==> src/rtl/atm_pkg.sv <==
// atm_pkg: shared encodings for the ATM session front end.
//   Op codes, keypad codes, prompt encodings, session state enum and
//   the prompt-per-state helper used by atm_session_ctrl.
package atm_pkg;

    localparam int unsigned ACC_W      = 4;
    localparam int unsigned PIN_W      = 16;
    localparam int unsigned AMT_W      = 32;
    localparam int unsigned PIN_DIGITS = 4;

    // ATM operation codes
    localparam logic [2:0] OP_BALANCE  = 3'd3;
    localparam logic [2:0] OP_WITHDRAW = 3'd4;
    localparam logic [2:0] OP_DEPOSIT  = 3'd5;
    localparam logic [2:0] OP_CHPIN    = 3'd6;

    // Keypad control codes (0-9 are digits)
    localparam logic [3:0] KEY_ENTER  = 4'd10;
    localparam logic [3:0] KEY_CLEAR  = 4'd11;
    localparam logic [3:0] KEY_CANCEL = 4'd12;

    // Prompt encodings
    localparam logic [2:0] PROMPT_CARD   = 3'd0;
    localparam logic [2:0] PROMPT_PIN    = 3'd1;
    localparam logic [2:0] PROMPT_OP     = 3'd2;
    localparam logic [2:0] PROMPT_AMT    = 3'd3;
    localparam logic [2:0] PROMPT_NEWPIN = 3'd4;
    localparam logic [2:0] PROMPT_WAIT   = 3'd5;

    // ATM core state while held in reset
    localparam logic [2:0] ATM_IDLE_STATE = 3'd7;

    typedef enum logic [2:0] {
        S_IDLE       = 3'd0,
        S_GET_PIN    = 3'd1,
        S_GET_OP     = 3'd2,
        S_GET_AMT    = 3'd3,
        S_GET_NEWPIN = 3'd4,
        S_ISSUE      = 3'd5,
        S_WAIT       = 3'd6,
        S_REPORT     = 3'd7
    } state_e;

    // Which input the user is expected to provide in a given state
    function automatic logic [2:0] prompt_of(input state_e s);
        logic [2:0] p;
        p = PROMPT_WAIT;
        case (s)
            S_IDLE:       p = PROMPT_CARD;
            S_GET_PIN:    p = PROMPT_PIN;
            S_GET_OP:     p = PROMPT_OP;
            S_GET_AMT:    p = PROMPT_AMT;
            S_GET_NEWPIN: p = PROMPT_NEWPIN;
            default:      p = PROMPT_WAIT;
        endcase
        return p;
    endfunction

endpackage

==> src/rtl/atm_dec_accum.sv <==
// atm_dec_accum: decimal digit accumulator (value = value*10 + digit).
//   clk, rst         : clock, synchronous active-low reset
//   clear_i          : zero value and digit count
//   clear_ovf_i      : clear the sticky overflow flag
//   digit_valid_i    : digit strobe, digit_i in 0..9
//   value_o          : accumulated binary value
//   count_o          : digits accepted so far
//   ovf_o            : sticky, a digit arrived after MAX_DIGITS were taken
module atm_dec_accum #(
    parameter int unsigned WIDTH      = 16,
    parameter int unsigned MAX_DIGITS = 4
) (
    input  logic                                 clk,
    input  logic                                 rst,
    input  logic                                 clear_i,
    input  logic                                 clear_ovf_i,
    input  logic                                 digit_valid_i,
    input  logic [3:0]                           digit_i,
    output logic [WIDTH-1:0]                     value_o,
    output logic [$clog2(MAX_DIGITS+1)-1:0]      count_o,
    output logic                                 ovf_o
);

    localparam int unsigned CNT_W = $clog2(MAX_DIGITS + 1);

    logic [WIDTH-1:0] value_q, value_d;
    logic [CNT_W-1:0] cnt_q, cnt_d;
    logic             ovf_q, ovf_d;
    logic [33:0]      mac;

    // Accumulate in 34 bits; digit limit guarantees the result fits WIDTH
    always_comb begin
        value_d = value_q;
        cnt_d   = cnt_q;
        ovf_d   = ovf_q;
        mac     = 34'(value_q) * 34'd10 + 34'(digit_i);
        if (clear_i) begin
            value_d = '0;
            cnt_d   = '0;
        end else if (digit_valid_i) begin
            if (cnt_q < CNT_W'(MAX_DIGITS)) begin
                value_d = WIDTH'(mac);
                cnt_d   = cnt_q + CNT_W'(1);
            end else begin
                ovf_d = 1'b1;
            end
        end
        if (clear_ovf_i) begin
            ovf_d = 1'b0;
        end
    end

    always_ff @(posedge clk) begin
        if (!rst) begin
            value_q <= '0;
            cnt_q   <= '0;
            ovf_q   <= 1'b0;
        end else begin
            value_q <= value_d;
            cnt_q   <= cnt_d;
            ovf_q   <= ovf_d;
        end
    end

    assign value_o = value_q;
    assign count_o = cnt_q;
    assign ovf_o   = ovf_q;

endmodule

==> src/rtl/atm_session_ctrl.sv <==
// atm_session_ctrl: user-side session controller in front of the ATM core.
//   Collects card, PIN, operation, amount / new PIN from the keypad, then
//   releases the ATM (atm_rst=1) for HOLD_CYCLES with a stable request,
//   captures balance/success on the last hold cycle and reports the result.
//   clk, rst                       : clock, synchronous active-low reset
//   card_valid/card_acc/card_lang  : card reader strobe and data
//   key_valid/key_code             : keypad strobe and code
//   atm_balance/success/state      : ATM core outputs (state is debug only)
//   atm_rst, atm_*                 : registered request to the ATM core
//   busy, prompt, done, aborted    : session status
//   result_success/balance         : captured ATM result
//   amt_overflow                   : amount digits were dropped this session
module atm_session_ctrl
    import atm_pkg::*;
#(
    parameter int unsigned HOLD_CYCLES    = 4,
    parameter int unsigned TIMEOUT_CYCLES = 1000,
    parameter int unsigned AMT_DIGITS     = 9
) (
    input  logic             clk,
    input  logic             rst,
    input  logic             card_valid,
    input  logic [ACC_W-1:0] card_acc,
    input  logic             card_lang,
    input  logic             key_valid,
    input  logic [3:0]       key_code,
    input  logic [AMT_W-1:0] atm_balance,
    input  logic             atm_success,
    input  logic [2:0]       atm_state,
    output logic             atm_rst,
    output logic [2:0]       atm_operation,
    output logic [ACC_W-1:0] atm_acc_num,
    output logic [PIN_W-1:0] atm_pin,
    output logic [PIN_W-1:0] atm_new_pin,
    output logic [AMT_W-1:0] atm_amount,
    output logic             atm_language,
    output logic             busy,
    output logic [2:0]       prompt,
    output logic             done,
    output logic             aborted,
    output logic             result_success,
    output logic [AMT_W-1:0] result_balance,
    output logic             amt_overflow
);

    localparam int unsigned HOLD_W    = (HOLD_CYCLES > 1) ? $clog2(HOLD_CYCLES) : 1;
    localparam int unsigned TMO_W     = $clog2(TIMEOUT_CYCLES + 1);
    localparam int unsigned PIN_CNT_W = $clog2(PIN_DIGITS + 1);
    localparam int unsigned AMT_CNT_W = $clog2(AMT_DIGITS + 1);

    state_e state_q, state_d;
    logic   abort_c;

    logic [HOLD_W-1:0] hold_q;
    logic [TMO_W-1:0]  tmo_q, tmo_d;
    logic [2:0]        op_q;
    logic              hold_last;

    logic              atm_rst_q, atm_rst_d;
    logic              busy_q, busy_d;
    logic [2:0]        prompt_q, prompt_d;
    logic              done_q, done_d;
    logic              aborted_q, aborted_d;

    logic [2:0]        atm_op_q;
    logic [ACC_W-1:0]  acc_q;
    logic              lang_q;
    logic [PIN_W-1:0]  atm_pin_q, atm_new_pin_q;
    logic [AMT_W-1:0]  atm_amount_q;
    logic              res_success_q;
    logic [AMT_W-1:0]  res_balance_q;

    logic [PIN_W-1:0]     pin_val, newpin_val;
    logic [AMT_W-1:0]     amt_val;
    logic [PIN_CNT_W-1:0] pin_cnt, newpin_cnt;
    logic [AMT_CNT_W-1:0] unused_amt_cnt;
    logic                 unused_pin_ovf, unused_newpin_ovf;
    logic                 amt_ovf;
    logic                 unused_atm_state;

    // Keypad / card decode
    logic key_digit, key_enter, key_clear, key_cancel;
    logic card_take, tmo_hit, entry_state;

    assign key_digit   = key_valid && (key_code <= 4'd9);
    assign key_enter   = key_valid && (key_code == KEY_ENTER);
    assign key_clear   = key_valid && (key_code == KEY_CLEAR);
    assign key_cancel  = key_valid && (key_code == KEY_CANCEL);
    assign card_take   = (state_q == S_IDLE) && card_valid;
    assign entry_state = (state_q == S_GET_PIN) || (state_q == S_GET_OP) ||
                         (state_q == S_GET_AMT) || (state_q == S_GET_NEWPIN);
    assign tmo_hit     = entry_state && !key_valid &&
                         (tmo_q == TMO_W'(TIMEOUT_CYCLES - 1));
    assign hold_last   = (hold_q == HOLD_W'(HOLD_CYCLES - 1));
    assign unused_atm_state = ^atm_state;

    // Digit accumulators: current PIN, new PIN, amount
    atm_dec_accum #(.WIDTH(PIN_W), .MAX_DIGITS(PIN_DIGITS)) u_pin (
        .clk           (clk),
        .rst           (rst),
        .clear_i       (card_take || ((state_q == S_GET_PIN) && key_clear)),
        .clear_ovf_i   (card_take),
        .digit_valid_i ((state_q == S_GET_PIN) && key_digit),
        .digit_i       (key_code),
        .value_o       (pin_val),
        .count_o       (pin_cnt),
        .ovf_o         (unused_pin_ovf)
    );

    atm_dec_accum #(.WIDTH(PIN_W), .MAX_DIGITS(PIN_DIGITS)) u_newpin (
        .clk           (clk),
        .rst           (rst),
        .clear_i       (card_take || ((state_q == S_GET_NEWPIN) && key_clear)),
        .clear_ovf_i   (card_take),
        .digit_valid_i ((state_q == S_GET_NEWPIN) && key_digit),
        .digit_i       (key_code),
        .value_o       (newpin_val),
        .count_o       (newpin_cnt),
        .ovf_o         (unused_newpin_ovf)
    );

    atm_dec_accum #(.WIDTH(AMT_W), .MAX_DIGITS(AMT_DIGITS)) u_amt (
        .clk           (clk),
        .rst           (rst),
        .clear_i       (card_take || ((state_q == S_GET_AMT) && key_clear)),
        .clear_ovf_i   (card_take),
        .digit_valid_i ((state_q == S_GET_AMT) && key_digit),
        .digit_i       (key_code),
        .value_o       (amt_val),
        .count_o       (unused_amt_cnt),
        .ovf_o         (amt_ovf)
    );

    // State register
    always_ff @(posedge clk) begin
        if (!rst) begin
            state_q <= S_IDLE;
        end else begin
            state_q <= state_d;
        end
    end

    // Next-state logic; cancel wins over timeout and other keys
    always_comb begin
        state_d = state_q;
        abort_c = 1'b0;
        if (entry_state && (key_cancel || tmo_hit)) begin
            state_d = S_IDLE;
            abort_c = 1'b1;
        end else begin
            case (state_q)
                S_IDLE: begin
                    if (card_valid) state_d = S_GET_PIN;
                end
                S_GET_PIN: begin
                    if (key_enter && (pin_cnt == PIN_CNT_W'(PIN_DIGITS))) state_d = S_GET_OP;
                end
                S_GET_OP: begin
                    if (key_digit) begin
                        case (key_code[2:0])
                            OP_BALANCE:  if (key_code[3] == 1'b0) state_d = S_ISSUE;
                            OP_WITHDRAW,
                            OP_DEPOSIT:  if (key_code[3] == 1'b0) state_d = S_GET_AMT;
                            OP_CHPIN:    if (key_code[3] == 1'b0) state_d = S_GET_NEWPIN;
                            default:     state_d = state_q;
                        endcase
                    end
                end
                S_GET_AMT: begin
                    if (key_enter) state_d = S_ISSUE;
                end
                S_GET_NEWPIN: begin
                    if (key_enter && (newpin_cnt == PIN_CNT_W'(PIN_DIGITS))) state_d = S_ISSUE;
                end
                S_ISSUE:  state_d = S_WAIT;
                S_WAIT:   if (hold_last) state_d = S_REPORT;
                S_REPORT: state_d = S_IDLE;
                default:  state_d = S_IDLE;
            endcase
        end
    end

    // Output decode from the next state, registered below
    always_comb begin
        atm_rst_d = 1'b0;
        busy_d    = 1'b0;
        done_d    = 1'b0;
        aborted_d = 1'b0;
        prompt_d  = prompt_of(state_d);
        atm_rst_d = (state_d == S_WAIT);
        done_d    = (state_d == S_REPORT);
        aborted_d = abort_c;
        busy_d    = (state_d != S_IDLE) && (state_d != S_REPORT);
        // Idle timer restarts on any key and on every state change
        tmo_d     = (key_valid || (state_d != state_q)) ? '0 : tmo_q + TMO_W'(1);
    end

    // Registered outputs and session datapath
    always_ff @(posedge clk) begin
        if (!rst) begin
            atm_rst_q     <= 1'b0;
            busy_q        <= 1'b0;
            prompt_q      <= PROMPT_CARD;
            done_q        <= 1'b0;
            aborted_q     <= 1'b0;
            hold_q        <= '0;
            tmo_q         <= '0;
            op_q          <= '0;
            atm_op_q      <= '0;
            acc_q         <= '0;
            lang_q        <= 1'b0;
            atm_pin_q     <= '0;
            atm_new_pin_q <= '0;
            atm_amount_q  <= '0;
            res_success_q <= 1'b0;
            res_balance_q <= '0;
        end else begin
            atm_rst_q <= atm_rst_d;
            busy_q    <= busy_d;
            prompt_q  <= prompt_d;
            done_q    <= done_d;
            aborted_q <= aborted_d;
            tmo_q     <= tmo_d;
            hold_q    <= (state_q == S_WAIT) ? hold_q + HOLD_W'(1) : '0;
            if (card_take) begin
                acc_q  <= card_acc;
                lang_q <= card_lang;
            end
            if ((state_q == S_GET_OP) && key_digit) begin
                op_q <= key_code[2:0];
            end
            // Request fields frozen one cycle before the ATM is released
            if (state_q == S_ISSUE) begin
                atm_op_q      <= op_q;
                atm_pin_q     <= pin_val;
                atm_new_pin_q <= newpin_val;
                atm_amount_q  <= amt_val;
            end
            if ((state_q == S_WAIT) && hold_last) begin
                res_success_q <= atm_success;
                res_balance_q <= atm_balance;
            end
        end
    end

    assign atm_rst        = atm_rst_q;
    assign atm_operation  = atm_op_q;
    assign atm_acc_num    = acc_q;
    assign atm_pin        = atm_pin_q;
    assign atm_new_pin    = atm_new_pin_q;
    assign atm_amount     = atm_amount_q;
    assign atm_language   = lang_q;
    assign busy           = busy_q;
    assign prompt         = prompt_q;
    assign done           = done_q;
    assign aborted        = aborted_q;
    assign result_success = res_success_q;
    assign result_balance = res_balance_q;
    assign amt_overflow   = amt_ovf;

endmodule

==> config.mk <==
export PLATFORM = sky130hd
export DESIGN_NAME = atm_session_ctrl
export DESIGN_NICKNAME = d
export VERILOG_FILES = /design/src/rtl/atm_pkg.sv /design/src/rtl/atm_dec_accum.sv /design/src/rtl/atm_session_ctrl.sv
export SDC_FILE = /design/constraint.sdc
export NUM_CORES = 1
export LEC_CHECK = 0
export BUFFER_PORTS_ARGS = -buffer_cell sky130_fd_sc_hd__buf_4
export CORE_ASPECT_RATIO = 0.75
export CORE_MARGIN = 10
export CORE_UTILIZATION = 35
export CTS_CLUSTER_SIZE = 24
export DETAILED_ROUTE_END_ITERATION = 10
export PLACE_DENSITY = 0.56
export SLEW_MARGIN = 20
export SYNTH_ARGS = -nofsm -noshare
export SYNTH_HDL_FRONTEND = slang
export SYNTH_HIERARCHICAL = 1
export SYNTH_SLANG_ARGS = --single-unit
==> constraint.sdc <==
create_clock -name clk -period 4.5 [get_ports clk]
set_input_delay 0.225 -clock clk [delete_from_list [all_inputs] [get_ports clk]]
set_output_delay 0.225 -clock clk [all_outputs]
set_load 0.05 [all_outputs]
==> results.sh, run 1 <==
export IMPL_outcome="finished clean"
export IMPL_drt_iter0_drc=554
export IMPL_drive_gt1_frac=0.171
export IMPL_cp_start_kind="register"
export IMPL_cts_setup_buffers=0
export IMPL_grt_overflow_total=0
export IMPL_path_class="register to register"
export IMPL_slew_headroom=0.461
export IMPL_antenna_cells=0
export IMPL_p_total_w=0.00417
export IMPL_portBuffers=158
export IMPL_synthCells=1512
export IMPL_vias_per_cell=5.20
export IMPL_final_common_cell="nand2_1"
export IMPL_die_height_um=186
export IMPL_vias=11200
export IMPL_arrival_ns=4.53
export IMPL_grtUsageTotal=0.159
export IMPL_ant_nets=0
export IMPL_vdd_ir_drop_max_mv=0.266
export IMPL_routed_wl_mm=36.2
export IMPL_pin_count=162
export IMPL_yosysWarningCount=6
export IMPL_maxCapViolations=0
export IMPL_htreeDepth=1
export IMPL_synth_area_um2=12800
export IMPL_synth_avg_cell_area_um2=8.45
export IMPL_clock_sinks=204
export IMPL_cts_tree="yes"
export IMPL_insertion_delay_ns=0.53
export IMPL_drc_errors=0
export IMPL_fin_nets=1842
export IMPL_grt_pass1_vias=10700
export IMPL_hold_viol=0
export IMPL_tightest_slew_ns=0.808
export IMPL_dp_hpwl_mm=26.6
export IMPL_hold_path_class="input pin to register"
export IMPL_clock_path_buffers=3
export IMPL_cts_buffers=25
export IMPL_setup_viol_count_final=0
export IMPL_grt_pass1_wl_mm=58.1
export IMPL_power_density_nw_per_um2=268
export IMPL_synth_nets=1683
export IMPL_leakagePower_nw=6.26
export IMPL_core_area_um2=36000
export IMPL_num_rows=60
export IMPL_clk_pin_slew_ns=0.06
export IMPL_antenna_found_initial=0
export IMPL_final_cell_mix="297 x nand2_1, 204 x dfxtp_1, 172 x buf_4"
export IMPL_wire_per_inst_um=16.8
export IMPL_grt_max_degree=85
export IMPL_drt_pass1_iter_count=5
export IMPL_skew_ns=0.0114
export IMPL_area_growth_synth_to_final_pct=21.7
export IMPL_holdWs_ns=0.0569
export IMPL_routabilityCongestion=0.879
export IMPL_fin_crit_ns=4.09
export IMPL_critical_path_endpoint_type="register"
export IMPL_cts_resized=0
export IMPL_critPathMaxFanout=11
export IMPL_clock_root_buffer="clkbuf_16"
export IMPL_fin_ws_ns=0.410
export IMPL_cts_hold_buf=38
export IMPL_tns_ns=0
export IMPL_period_share=0.909
export IMPL_die_area_um2=44600
export IMPL_fmax_ghz=0.244
export IMPL_cp_required_ns=4.94
export IMPL_start_util=0.355
export IMPL_slew_viol_final=0
export IMPL_die_x_um=241
export IMPL_rsz0062_at_grt="no"
export IMPL_dp_slack_ns=0.550
-- state kept, by name (all words and copies together), names as in the netlist, 4 cells and up --
signal            flops
result_balance       32
atm_new_pin          16
atm_acc_num           4
atm_amount           32
u_newpin/value_o     16
atm_pin              16
u_pin/value_o        16
tmo_q                10
u_amt/value_o        32
u_amt/count_o         4
-- power by group --
part | total, W | leakage, nW | switching (W) | internal (W)
registers | 0.00182 | 1.64 | 0.00000816 | 0.00181
logic | 0.000214 | 4.19 | 0.000118 | 0.0000963
clock network | 0.00214 | 0.417 | 0.000804 | 0.00133
total | 0.00417 | 6.26 | 0.000931 | 0.00324
-- per-stage QoR --
stage           util  cell area (µm²)  std cells
3_5_place_dp   0.398            14300       2071
5_1_grt        0.433            15600       2152
3_3_place_gp   0.398            14300       2071
2_1_floorplan      -            12800       1512
4_1_cts        0.433            15600       2152
6_report       0.433            15600       2152
-- routing by layer --
metal | global-route usage | vias up | routed length [µm]
li1 | - | 5679 | -
met1 | 0.227 | 5223 | 18200
met2 | 0.239 | 253 | 14800
met3 | 0.0290 | 45 | 2360
met4 | 0.0429 | 0 | 854
met5 | 0 | - | 0
-- worst max-delay path: stages, from the launching register on --
cell	delay [ns]
dfxtp_1	0.43
ha_1	0.27
ha_1	0.25
fa_1	0.44
a211oi_4	0.36
o21ai_2	0.22
a21oi_1	0.20
xnor2_1	0.22
nand4_1	0.30
nor4_1	0.64
nand4_1	0.22
xor2_1	0.19
a211oi_1	0.26
-- path summary, 6_finish.rpt --
kind	slack [ns]	depth (start not counted)	start	to
setup / recovery	0.41	12	u_amt/value_o[1]	u_amt/value_o[23]
hold / removal	0.06	3	key_code[0]	u_pin/value_o[0]
hold reg to reg	0.44	1	hold_q[0]	hold_q[0]
setup reg to reg	0.41	12	u_amt/value_o[1]	u_amt/value_o[23]
-- layout make-up --
class / count / area (µm²)
Fill cell: 3609 / 20400
Sequential cell: 204 / 4080
Timing Repair Buffer: 211 / 1690
Multi-Input combinational cell: 1198 / 8220
Inverter: 31 / 116
Clock inverter: 13 / 201
Clock buffer: 30 / 664
Tap cell: 465 / 582
(Power assumes the default switching activity.)
==> run 2, diff against run 1 <==
==> constraint.sdc (replaced) <==
create_clock -name clk -period 4.8 [get_ports clk]
set_input_delay 0.24 -clock clk [delete_from_list [all_inputs] [get_ports clk]]
set_output_delay 0.24 -clock clk [all_outputs]
set_load 0.05 [all_outputs]
==> run 2 against run 1 <==
Compared with the run above: worst hold slack improved by 0.0091 ns; fmax fell by 1.2%; non-clock buffer count fell by 2; utilization fell by 0.094 points; worst setup slack improved by 0.25 ns; register-to-register slack improved by 0.25 ns; sequential power fell by 6%; final cell count did not move; clock skew rose by 0.0013 ns; die area did not move; wire length fell by 0.45%; first-iteration DRC count rose by 23%; largest power group unchanged.
==> results.sh, run 2 (same netlist as run 1, synthesis figures left out) <==
export IMPL_outcome="finished clean"
export IMPL_wl_met1_mm=18.2
export IMPL_routabilityCongestion=0.882
export IMPL_maxUsedRoutingLayer="met4"
export IMPL_drt_iter0_drc=683
export IMPL_power_density_nw_per_um2=251
export IMPL_critical_path_endpoint_type="register"
export IMPL_combPwrFrac=0.051
export IMPL_vdd_ir_drop_max_mv=0.192
export IMPL_dp_slack_ns=0.772
export IMPL_slew_viol_final=0
export IMPL_wire_per_inst_um=16.8
export IMPL_clk_pin_slew_ns=0.06
export IMPL_hold_viol=0
export IMPL_placedCellCount=2069
export IMPL_area_growth_synth_to_final_pct=21.4
export IMPL_setup_viol_count_final=0
export IMPL_stdcell_count=2152
export IMPL_grtUsageTotal=0.158
export IMPL_dp_hpwl_mm=26.6
export IMPL_htreeDepth=1
export IMPL_maxCapViolations=0
export IMPL_tns_ns=0
export IMPL_seqPwrFrac=0.439
export IMPL_grt_overflow_total=0
export IMPL_core_area_um2=36000
export IMPL_clock_sinks=204
export IMPL_antenna_cells=0
export IMPL_insertion_delay_ns=0.54
export IMPL_slew_headroom=0.388
export IMPL_num_rows=60
export IMPL_start_util=0.355
export IMPL_fmax_ghz=0.242
export IMPL_clock_root_buffer="clkbuf_16"
export IMPL_final_common_cell="nand2_1"
export IMPL_vias_per_cell=5.17
export IMPL_wl_met2_mm=15.0
export IMPL_p_sw_frac=0.229
export IMPL_fin_ws_ns=0.662
export IMPL_fin_nets=1840
export IMPL_skew_ns=0.0127
export IMPL_pwr_share_clk=0.510
export IMPL_period_share=0.862
export IMPL_grt_pass1_vias=10600
export IMPL_rrSetupSlack_ns=0.66
export IMPL_grt_max_degree=85
export IMPL_cp_start_kind="register"
export IMPL_cts_resized=0
export IMPL_pin_count=162
export IMPL_rsz0062_at_grt="no"
export IMPL_wl_met3_mm=2.21
export IMPL_grt_pass1_wl_mm=57.7
export IMPL_cts_tree="yes"
export IMPL_holdWs_ns=0.0660
export IMPL_portBuffers=158
export IMPL_ant_nets=0
export IMPL_drc_errors=0
export IMPL_die_area_um2=44600
export IMPL_final_cell_mix="297 x nand2_1, 204 x dfxtp_1, 171 x buf_4"
export IMPL_fin_crit_ns=4.14
export IMPL_clock_path_buffers=3
export IMPL_drive_gt1_frac=0.170
export IMPL_hold_path_class="input pin to register"
export IMPL_intPower_w=0.00300
export IMPL_cp_required_ns=5.22
export IMPL_tightest_slew_ns=0.916
export IMPL_vias=11100
export IMPL_path_class="register to register"
export IMPL_critPathMaxFanout=11
export IMPL_arrival_ns=4.56
export IMPL_leakagePower_nw=6.24
export IMPL_die_height_um=186
export IMPL_drt_pass1_iter_count=5
export IMPL_antenna_found_initial=0
export IMPL_die_x_um=241
export IMPL_cts_buffers=25
export IMPL_power_switching_w=0.000892
export IMPL_routed_wl_mm=36.1
run 2: final cells by class:
class,count,area [µm²]
Fill cell,3541,20400
Multi-Input combinational cell,1198,8220
Sequential cell,204,4080
Timing Repair Buffer,209,1660
Clock buffer,32,672
Tap cell,465,582
Clock inverter,13,188
Inverter,31,116
run 2: path summary, 6_finish.rpt:
| kind | startpoint | endpoint | cells past startpoint |
|---|---|---|---|
| worst min register to register | hold_q[0] | hold_q[0] | 1 |
| worst max-delay path | u_amt/value_o[1] | u_amt/value_o[29] | 11 |
| worst min-delay path | key_code[0] | u_newpin/value_o[0] | 3 |
| worst max register to register | u_amt/value_o[1] | u_amt/value_o[29] | 11 |
run 2: metal layers:
| metal | track usage | up-vias |
|---|---|---|
| met2 | 0.242 | 255 |
| met3 | 0.0290 | 40 |
| li1 | - | 5684 |
| met4 | 0.0336 | 0 |
| met1 | 0.226 | 5150 |
| met5 | 0 | - |
run 2: timing repair:
action,4_1_cts,5_1_grt
hold buffers,38,0
hold endpoints to repair,38,0
buffers inserted,0,0
run 2: stage by stage:
| step | total power (W) | util | cell area, µm² |
|---|---|---|---|
| CTS | 0.00396 | 0.432 | 15500 |
| global placement | 0.00192 | 0.397 | 14300 |
| detailed placement | 0.00192 | 0.397 | 14300 |
| global route | 0.00404 | 0.432 | 15500 |
| floorplan | 0.00185 | - | 12800 |
| finish | 0.00389 | 0.432 | 15500 |
run 2: worst max-delay path, stage by stage, from the launching register on:
cell and delay (ns):
dfxtp_1 0.43, ha_1 0.27, ha_1 0.25, fa_1 0.44
a211oi_4 0.35, o21ai_2 0.22, xnor2_1 0.27, nor3_1 0.39
nand3_1 0.17, nor4_1 0.65, a41oi_1 0.22, o311a_1 0.36
run 2: power by group through the flow:
stage          logic (W)  clock network [W]  registers [W]
6_report        0.000198            0.00198        0.00171
5_1_grt         0.000216            0.00212        0.00171
4_1_cts         0.000200            0.00205        0.00171
3_5_place_dp    0.000175                  0        0.00175
3_3_place_gp    0.000173                  0        0.00175
2_1_floorplan  0.0000917                  0        0.00175
==> run 3, diff against run 2 <==
--- a/config.mk
+++ b/config.mk
@@ -15,5 +15,4 @@
 export SLEW_MARGIN = 20
 export SYNTH_ARGS = -nofsm -noshare
 export SYNTH_HDL_FRONTEND = slang
-export SYNTH_HIERARCHICAL = 1
 export SYNTH_SLANG_ARGS = --single-unit
==> run 3 against run 2 <==
Compared with the run above: sequential power grew 2%; global-route usage shrank 0.29 points; count of clock-buffer cells in the layout shrank 3; clock power grew 6%; worst setup slack gained 0.11 ns; sequential cell count rose by 1; utilization up 1.0 points; non-clock buffer count down 1; combinational power is 76% higher; design area shrank 4.2%; critical path depth is 3 higher; power rose by 7.9%; critical endpoint is now u_amt.value_o[25]; largest cell class unchanged; largest power group unchanged; highest routed layer unchanged.
==> results.sh, run 3 <==
export IMPL_antenna_found_initial=1
export IMPL_clock_sinks=205
export IMPL_cts_tree="yes"
export IMPL_ys_seq_area_frac=0.342
export IMPL_htreeDepth=1
export IMPL_slew_headroom=0.244
export IMPL_yosysMostFrequentCell="nand2_1"
export IMPL_slew_viol_final=0
export IMPL_num_fill_cells=3383
export IMPL_drt_iter0_drc=570
export IMPL_num_rows=58
export IMPL_synth_area_um2=12000
export IMPL_fmax_ghz=0.248
export IMPL_insertion_delay_ns=0.53
export IMPL_cp_slowest_stage_delay_ns=0.46
export IMPL_netlist_top_cell_by_area="dfxtp_1"
export IMPL_crit_family="simple AND/OR/NAND/NOR gates"
export IMPL_ys_flop_type="dfxtp_1"
export IMPL_cp_cell_sequence="ha_1 > ha_1 > inv_1 > fa_1 > nor2b_1 > o22a_1 > xor2_1 > nand3_1 > nor4_1 > nand4_1 > nor3_2 > nand2_1 > xnor2_1 > a211oi_1"
export IMPL_vdd_ir_drop_max_mv=0.256
export IMPL_final_area_um2=14900
export IMPL_start_util=0.356
export IMPL_core_area_um2=33700
export IMPL_async_flop_share=0
export IMPL_rsz0062_at_grt="no"
export IMPL_area_growth_synth_to_final_pct=24.0
export IMPL_fin_nets=1812
export IMPL_period_share=0.839
export IMPL_clock_path_buffers=3
export IMPL_critical_path_endpoint_type="register"
export IMPL_synth_avg_cell_area_um2=8.06
export IMPL_vias_per_cell=5.09
export IMPL_synth_nets=1660
export IMPL_yosysWarningCount=0
export IMPL_tightest_slew_ns=1.12
export IMPL_maxCapViolations=0
export IMPL_netlist_top_cells_count="280 x nand2_1, 205 x dfxtp_1, 160 x a21oi_1, 127 x nor2_1, 118 x ha_1"
export IMPL_final_cell_mix="279 x nand2_1, 205 x dfxtp_1, 168 x buf_4"
export IMPL_hold_viol=0
export IMPL_fin_crit_ns=4.03
export IMPL_p_total_w=0.00420
export IMPL_synthTopCellsByArea="dfxtp_1 34%, ha_1 12%, nand2_1 8.8%"
export IMPL_cp_required_ns=5.24
export IMPL_grt_pass1_vias=10400
export IMPL_dp_hpwl_mm=24.4
export IMPL_pin_count=162
export IMPL_grtUsageTotal=0.155
export IMPL_setup_viol_count_final=0
export IMPL_synth_top_cell_area_share=0.342
export IMPL_grt_overflow_total=0
export IMPL_cp_start_kind="register"
export IMPL_die_height_um=180
export IMPL_routabilityCongestion=0.856
export IMPL_wire_per_inst_um=15.8
export IMPL_die_x_um=234
export IMPL_skew_ns=0.0127
export IMPL_grt_max_degree=101
export IMPL_hold_path_class="input pin to register"
export IMPL_placed_area_um2=13500
export IMPL_die_area_um2=42100
export IMPL_power_density_nw_per_um2=282
export IMPL_holdWs_ns=0.0316
export IMPL_path_buf_inv=1
export IMPL_seqCellArea_um2=4100
export IMPL_clk_pin_slew_ns=0.06
export IMPL_multi_input_area_um2=7460
export IMPL_synthCells=1487
export IMPL_synth_edf_count=0
export IMPL_final_common_cell="nand2_1"
export IMPL_drt_pass1_iter_count=5
export IMPL_vias=10700
export IMPL_critPathMaxFanout=5
export IMPL_yosysUniqueCellTypes=75
export IMPL_cts_buffers=24
export IMPL_tns_ns=0
export IMPL_grt_pass1_wl_mm=54.9
export IMPL_clock_root_buffer="clkbuf_16"
export IMPL_crit_top_cell="ha_1"
export IMPL_drc_errors=0
export IMPL_critPathSlowestCell="nor4_1"
export IMPL_portBuffers=158
export IMPL_cts_setup_buffers=0
export IMPL_arrival_ns=4.47
export IMPL_outcome="finished clean"
export IMPL_drive_gt1_frac=0.148
export IMPL_path_class="register to register"
export IMPL_ant_nets=0
export IMPL_leakagePower_nw=6.21
export IMPL_synth_seq_cells=205
export IMPL_routed_wl_mm=33.4
## run 3: power by group
part	total, W	leakage [nW]	internal, W	switching (W)
registers	0.00175	1.65	0.00172	0.0000254
clock network	0.00210	0.441	0.00133	0.000775
logic	0.000348	4.11	0.000140	0.000208
## run 3: worst paths after layout
kind	start	end	slack [ns]	cells after the start
setup / recovery	u_amt.value_o[1]	u_amt.value_o[25]	0.77	14
hold / removal	rst	prompt[2]	0.03	2
setup reg to reg	u_amt.value_o[1]	u_amt.value_o[25]	0.77	14
hold reg to reg	hold_q[0]	hold_q[0]	0.44	1
## run 3: area by class of cell
class | count | area share
Antenna cell | 1 | 0.000168
Clock buffer | 29 | 0.0451
Clock inverter | 15 | 0.0167
Inverter | 33 | 0.00841
Multi-Input combinational cell | 1167 | 0.502
Sequential cell | 205 | 0.276
Tap cell | 450 | 0.0379
Timing Repair Buffer | 208 | 0.114
## run 3: kinds of logic (layout without fill, tap and decap cells)
group | count (synthesis) | count (layout) | share of synthesized area
AO/OA/AOI/OAI | 346 | 346 | 0.181
XOR/XNOR | 104 | 104 | 0.0766
adder cells (fa/ha/maj) | 124 | 124 | 0.133
buffers and inverters | 115 | 285 | 0.0376
flip-flops | 205 | 205 | 0.342
multiplexers | 15 | 15 | 0.0126
other | 0 | 1 | 0
AND/OR/NAND/NOR | 578 | 578 | 0.217
## run 3: stage by stage
stage | worst slack, ns | util | instances
after global routing | 0.274 | 0.442 | 2108
after detailed placement | 0.816 | 0.401 | 2023
after global placement | 0.851 | 0.401 | 2023
final | 0.775 | 0.442 | 2108
after CTS | 0.813 | 0.440 | 2105
after floorplan | 1.38 | - | 1487
## run 3: timing repair
action,CTS,global route
gates resized for setup,0,0
hold buffers,38,0
hold endpoints to repair,38,0
## run 3: routing by layer
layer	vias to the layer above	share of wire	track usage
met5	-	0	0
met4	0	0.024	0.0453
met3	38	0.049	0.0267
met2	210	0.42	0.233
met1	4970	0.50	0.222
li1	5503	-	-
